File: config.mk
export PLATFORM = sky130hd
export DESIGN_NAME = merge_arb_flat
export DESIGN_NICKNAME = d
export VERILOG_FILES = /design/src/rtl/merge_arb_if.sv /design/src/rtl/merge_arb.sv /design/src/flat_wrapper.sv
export SDC_FILE = /design/constraint.sdc
export NUM_CORES = 1
export LEC_CHECK = 0
export CORE_AREA = 2 2 119 121
export CTS_BUF_LIST = sky130_fd_sc_hd__clkbuf_8 sky130_fd_sc_hd__clkbuf_16
export CTS_CLUSTER_DIAMETER = 30
export DETAILED_ROUTE_END_ITERATION = 10
export DIE_AREA = 0 0 121 123
export GPL_TIMING_DRIVEN = 0
export PLACE_DENSITY = 0.74
export SYNTH_ARGS = -nofsm -noshare
export SYNTH_HDL_FRONTEND = slang
export SYNTH_SLANG_ARGS = --single-unit
File: constraint.sdc
create_clock -name clk -period 4.38 [get_ports clk]
set_input_delay 1.314 -clock clk [delete_from_list [all_inputs] [get_ports clk]]
set_output_delay 1.314 -clock clk [all_outputs]
set_load 0.01 [all_outputs]
File: src/rtl/merge_arb_if.sv
// rtl/merge_arb_if.sv - request/response bundle between N masters, merge_arb and the shared slave
interface merge_arb_if #(
  parameter int DATA_W    = 32,
  parameter int ADDR_W    = 32,
  parameter int N_MASTERS = 2
);
  localparam int REQ_W  = 1 + ADDR_W + DATA_W + DATA_W / 8;
  localparam int RESP_W = DATA_W + 1;

  // Per master slice i: {valid, addr, wdata, wstrb}
  logic [N_MASTERS*REQ_W-1:0]  m_req;
  // Per master slice i: {rdata, ready}
  logic [N_MASTERS*RESP_W-1:0] m_resp;
  logic [REQ_W-1:0]            s_req;
  logic [RESP_W-1:0]           s_resp;

  // The merge block sits on the slave side of the masters' bus.
  modport slave (input m_req, output m_resp, output s_req, input s_resp);
  // The environment: masters driving requests plus the downstream slave responding.
  modport master (output m_req, input m_resp, input s_req, output s_resp);
endinterface

File: src/rtl/merge_arb.sv
// rtl/merge_arb.sv - N-to-1 request merge with grant lock; MERGE_ROUND_ROBIN_EN selects round-robin over fixed priority
module merge_arb #(
  parameter int DATA_W    = 32,
  parameter int ADDR_W    = 32,
  parameter int N_MASTERS = 2
) (
  input logic       clk,
  input logic       rst,
  merge_arb_if.slave bus
);
  localparam int REQ_W  = 1 + ADDR_W + DATA_W + DATA_W / 8;
  localparam int RESP_W = DATA_W + 1;
  localparam int GW     = (N_MASTERS > 1) ? $clog2(N_MASTERS) : 1;

  typedef enum logic {IDLE, BUSY} state_t;

  state_t          state, state_nxt;
  logic [GW-1:0]   gnt, gnt_nxt;
  logic [GW-1:0]   ptr;
  logic [GW-1:0]   win;
  logic            win_found;
  logic            s_ready;
  logic [N_MASTERS-1:0] valid;
  logic [REQ_W-1:0]     req_slice [N_MASTERS];

  for (genvar i = 0; i < N_MASTERS; i++) begin : g_slice
    assign req_slice[i] = bus.m_req[i*REQ_W +: REQ_W];
    assign valid[i]     = req_slice[i][REQ_W-1];
  end

  assign s_ready = bus.s_resp[0];

  // First valid master at or above p, wrapping; the loop runs downward so the
  // candidate closest to p is the last one written and therefore wins.
  function automatic logic [GW:0] pick(input logic [N_MASTERS-1:0] v, input logic [GW-1:0] p);
    logic [GW:0] r;
    int          idx;
    r = '0;
    for (int k = N_MASTERS - 1; k >= 0; k--) begin
      idx = (int'(p) + k) % N_MASTERS;
      if (v[idx]) r = {1'b1, GW'(idx)};
    end
    return r;
  endfunction

  assign {win_found, win} = pick(valid, ptr);

`ifdef MERGE_ROUND_ROBIN_EN
  logic [GW-1:0] ptr_nxt;

  // Priority pointer moves past the master that just completed.
  always_comb begin
    ptr_nxt = ptr;
    if (state == BUSY && s_ready)
      ptr_nxt = (gnt == GW'(N_MASTERS - 1)) ? '0 : gnt + GW'(1);
  end

  // Pointer register; aborted transactions leave it untouched.
  always_ff @(posedge clk or posedge rst) begin
    if (rst) ptr <= '0;
    else     ptr <= ptr_nxt;
  end
`else
  // Fixed priority: search always starts at master 0.
  assign ptr = '0;
`endif

  // State and grant registers.
  always_ff @(posedge clk or posedge rst) begin
    if (rst) begin
      state <= IDLE;
      gnt   <= '0;
    end else begin
      state <= state_nxt;
      gnt   <= gnt_nxt;
    end
  end

  // Grant on any valid request in IDLE; release on ready or when the owner drops valid.
  always_comb begin
    state_nxt = state;
    gnt_nxt   = gnt;
    case (state)
      IDLE: begin
        if (win_found) begin
          state_nxt = BUSY;
          gnt_nxt   = win;
        end
      end
      BUSY: begin
        if (s_ready || !valid[gnt]) state_nxt = IDLE;
      end
      default: state_nxt = IDLE;
    endcase
  end

  // Forward the selected request and steer the response to the owner only.
  always_comb begin
    bus.s_req  = '0;
    bus.m_resp = '0;
    if (!rst) begin
      if (state == IDLE) begin
        if (win_found) bus.s_req = req_slice[win];
      end else begin
        bus.s_req = req_slice[gnt];
        bus.m_resp[int'(gnt)*RESP_W +: RESP_W] = bus.s_resp;
      end
    end
  end
endmodule

File: src/flat_wrapper.sv
// flat-port wrapper written by rule: the top's interface ports become plain ports
module merge_arb_flat 
#(
  parameter int DATA_W    = 32,
  parameter int ADDR_W    = 32,
  parameter int N_MASTERS = 2
)
  (clk, rst, bus_m_req, bus_m_resp, bus_s_req, bus_s_resp);
  merge_arb_if #(.DATA_W(DATA_W), .ADDR_W(ADDR_W), .N_MASTERS(N_MASTERS)) bus_i ();
  input logic clk;
  input logic rst;
  input wire logic [$bits(bus_i.m_req)-1:0] bus_m_req;
  output wire logic [$bits(bus_i.m_resp)-1:0] bus_m_resp;
  output wire logic [$bits(bus_i.s_req)-1:0] bus_s_req;
  input wire logic [$bits(bus_i.s_resp)-1:0] bus_s_resp;
  assign bus_i.m_req = bus_m_req;
  assign bus_m_resp = bus_i.m_resp;
  assign bus_s_req = bus_i.s_req;
  assign bus_i.s_resp = bus_s_resp;
  merge_arb #(.DATA_W(DATA_W), .ADDR_W(ADDR_W), .N_MASTERS(N_MASTERS)) u_core (.clk(clk), .rst(rst), .bus(bus_i));
endmodule
After elaboration in Yosys (flattened, before gate mapping) --
Cells that the tools add are included.
Storage, ports and cells: register bits after elaboration 2, input bits 173, output and inout port bits 135, logic and storage cells 34
Operators by class: add/subtract/negate cells 1, $mul 1, $lt $le $gt $ge 3, shift operators 2, mux-type cells 18, bitwise logic cells 4, reductions and logical operators 3
Operator list (count):
- $mux W69 | 9
- $mux W66 | 2
- $and A66 B66 Y66 | 1
- $shift A33 B33 Y66 const A | 1
- $shiftx A33 B33 Y66 | 1
- $neg A32 Y33 | 1
- $mul A1 B6 Y7 const B | 1
- $ge A2 B2 Y1 const B | 2
- $mux W1 | 4
- $mux W2 | 2
- $not A1 Y2 | 2
- $lt A1 B2 Y1 const B | 1
- $pmux W1 S2 | 1
- $reduce_and A2 Y1 | 1
- $logic_not A1 Y1 | 1
- $logic_or A1 B1 Y1 | 1
- $not A1 Y1 | 1

Longest topological paths before layout --
Gate-level depths: netlist (run 1).
depth after elaboration 9, depth in mapped cells 5, depth with buffers taken out 2

Worst setup path before layout (run 1) --
OpenSTA, ideal clock, no wires.
kind input to output, from in bus_m_req[68], to out bus_s_req[20], arrival 2.119 ns, data required time 3.066 ns, setup slack 0.947 ns, cell stages on the path 4, path buffers 2, path through buf_6 -> buf_2 -> nand3b_1 -> a221oi_1
On the way: longest elaborated chain between the ends 8
Ends and longest elaborated chain:
- start, declared | line flat_wrapper.sv:12 | input wire logic [$bits(bus_i.m_req)-1:0] bus_m_req;
- $mux W2 * | line merge_arb.sv:41 | if (v[idx]) r = {1'b1, GW'(idx)};
- $not A1 Y2 (not written as such) | line merge_arb.sv:103 | if (win_found) bus.s_req = req_slice[win];
- $mux W69 (not written as such) (3 in a row) | line merge_arb.sv:103
- $mux W69 * | line merge_arb.sv:103
- $mux W69 * | line merge_arb.sv:102 | if (state == IDLE) begin
- $mux W69 * | line merge_arb.sv:101 | if (!rst) begin
- end, declared | line flat_wrapper.sv:14 | output wire logic [$bits(bus_i.s_req)-1:0] bus_s_req;
Mark *: on every way between the ends. The rest lies on a longest branch, timed or not. The select of a mux whose other input is x is not followed.

Final worst setup path (run 1) --
from in bus_m_req[137], to out bus_s_req[53]
On the way: longest elaborated chain between the ends 9
Ends and longest elaborated chain (line):
- $mux W2 * (2 in a row) | merge_arb.sv:41
- $not A1 Y2 (not written as such) | merge_arb.sv:103
- $mux W69 (not written as such) (3 in a row) | merge_arb.sv:103
- $mux W69 * | merge_arb.sv:103
- $mux W69 * | merge_arb.sv:102
- $mux W69 * | merge_arb.sv:101
Marks and branches as above.

==> out/metrics.cfg, run 1 <==
[clock_network]
htreeDepth = 1
cts_hold_buffers = 0
clock_latency_ps = 230
cts_setup_buffers = 0
ctsRootBufferMaster = clkbuf_16
cts_tree = done
clock-sinks = 2
path_clk_slew_ps = 30
cts_resized = 0
clockBufferDepth = 2
cts-buffers-inserted = 3

[logic_synthesis]
ys_types = 20
synth_nets = 621
yosys.area.top_type_share_pct = 21.72
synth_area_um2 = 3179
netlist_top_cells_area = mux2i_1 22%, a221oi_1 16%, nand3b_1 16%
yosysMostFrequentCell = mux2i_1
ys_seq_area_share_pct = 1.574
avgSynthCellArea_um2 = 7.097
synthCells = 448
synthArstFlopShare_pct = 100.0
yosysTopAreaCell = mux2i_1
synthTopCellsByCount = 69 x mux2i_1, 68 x a21oi_1, 68 x nand3b_1, 67 x nor2_1, 59 x a221oi_1
yosys_warnings = 0
ys_ff_latch = 2
synth_edf_count = 0
ys.flop_type = dfrtp_1

[timing]
finalMaxSlewViolations = 0
tns_ps = 0
hold_ws_ps = 863.6
worst_pin_slew_ps = 513.0
period_needed_ps = 4232
max_freq_mhz = 236.3
fin_skew_ps = 3.260
setup_violations = 0
max_slew_margin_pct = 65.80
hold_viol = 0
postLayoutSetupSlackWorst_ps = 148.1
grt_setup_unrepaired = false
fin_crit_sh_pct = 96.62

[die]
die_height_um = 123
io_pins = 308
row_count = 43
dieArea_um2 = 14880
fp.dieW_um = 121
start_util_pct = 23.36
core_area_um2 = 13610

[worst_setup_path]
required_ps = 3070
rr_worst_depth = 4
regToRegEndpoint = u_core.state$_DFF_PP0_
crit_type = in2out
cp-startpoint = bus_m_req[137]
critPathCaptureType = output port
critPathLaunchType = input port
arrival_ps = 2920
critPathMaxFanout = 10
r2r-start = u_core.gnt$_DFFE_PP0P_
critPathCapture = bus_s_req[53]
rrSetupSlack_ps = 3200

[place]
place_area_um2 = 6447
pre_cts_ws_ps = 117.7
hpwl_um = 12410
gp_congestion = 0.8554
portBuffers = 304

[detailed_routing]
via_per_inst = 5.042
wl_um = 16100
vias = 4714
ant_nets = 0
drt_pass1_iterations = 5
drtIter0Drc = 258
drcViolationCount = 0
wl_per_cell_um = 17.22

[global_route]
grt_max_degree = 11
grtUsageTotal_pct = 19.43
grt_pass1_wl_um = 23940
grt_pass1_vias = 4463
antenna_found_initial = 0
grt.overflow.total = 0

[final_layout]
design_area_um2 = 6523
nFillCells = 1358
diodes = 0
nNetsFinal = 930
drive_above_1_share_pct = 8.344
area_delta_synth_final_pct = 105.2

[flow_run]
maxCapViolCount = 0

[outcome]
status = finished, final reports clean

[pwr]
power.density_nw_per_um2 = 245.1
ir_drop_mv = 0.1579
finalPower_mw = 1.598
p_leak_nw = 2.364

[worst_hold_path]
hold_start = u_core.state$_DFF_PP0_
hold_depth = 4
hold_class = reg2reg

[final cells by class]
type                            count  area, µm²  area share (%)
Tap cell                          180      225.2           3.453
Timing Repair Buffer              304       3043           46.65
Buffer                             65      431.7           6.618
Multi-Input combinational cell    379       2690           41.24
Clock buffer                        3      75.07           1.151
Inverter                            2      7.507          0.1151
Sequential cell                     2      50.05          0.7673
[worst min path at each step]
stage                             end  slack, ps
2_1_floorplan  u_core.gnt$_DFFE_PP0P_        730
6_report       u_core.gnt$_DFFE_PP0P_        860
4_1_cts        u_core.gnt$_DFFE_PP0P_        880
5_1_grt        u_core.gnt$_DFFE_PP0P_        900
3_3_place_gp   u_core.gnt$_DFFE_PP0P_        860
3_5_place_dp   u_core.gnt$_DFFE_PP0P_        860
[metal layers]
layer	global-route usage [%]	vias up	share of wire (%)
met4	2.980	0	1.1
met1	26.80	2200	45
met3	3.183	16	6.6
li1	-	2321	-
met5	0	-	0
met2	32.41	177	48
[power by group]
part | internal (mW) | leakage [nW] | switching [mW] | total, mW
logic | 0.764 | 2.30 | 0.667 | 1.43
registers | 0.0237 | 0.0236 | 0.00220 | 0.0259
clock network | 0.117 | 0.0370 | 0.0255 | 0.142
total | 0.904 | 2.36 | 0.694 | 1.60
[logic make-up (layout without fill, tap and decap cells)]
family,Yosys count,in the layout,share of synthesized area (%)
mux,69,69,21.72
simple gates,171,171,30.97
flops,2,2,1.574
buf+inv,67,374,13.81
compound gates,139,139,31.92
[worst max-delay path: stages]
cell and delay [ps]:
buf_2 220, buf_2 270, nand3b_1 100, a221oi_1 380, clkdlybuf4s50_1 630
[through the flow]
stage	util, %	cells
after global routing	47.92	935
after detailed placement	47.37	932
after floorplan	-	448
final	47.92	935
after CTS	47.92	935
after global placement	47.37	932
[placed cells by master (no fill, tap or decap), drive strengths merged]
cell type,Yosys,routed
clkdlybuf4s50,0,304
mux2i,69,69
nand3b,68,68
a21oi,68,68
a221oi,68,68
nor2,67,67
buf,50,50
nand2b,34,34
clkbuf,15,18
inv,2,2
dfrtp,2,2
nor2b,1,1
a2bb2oi,1,1
nand2,1,1
o22ai,1,1
a211oi,1,1
[registers in the layout (all words and copies together), names as in the netlist]
signal / count
u_core.gnt: 1
u_core.state: 1
Note: power is estimated with default switching activity, not from simulation.
==> inputs of run 2 (changes only) <==
Settings changed: GPL_ROUTABILITY_DRIVEN set to 0.
==> results of run 2 <==
No change in the layout: final DEF, timing and power equal those of run 1.
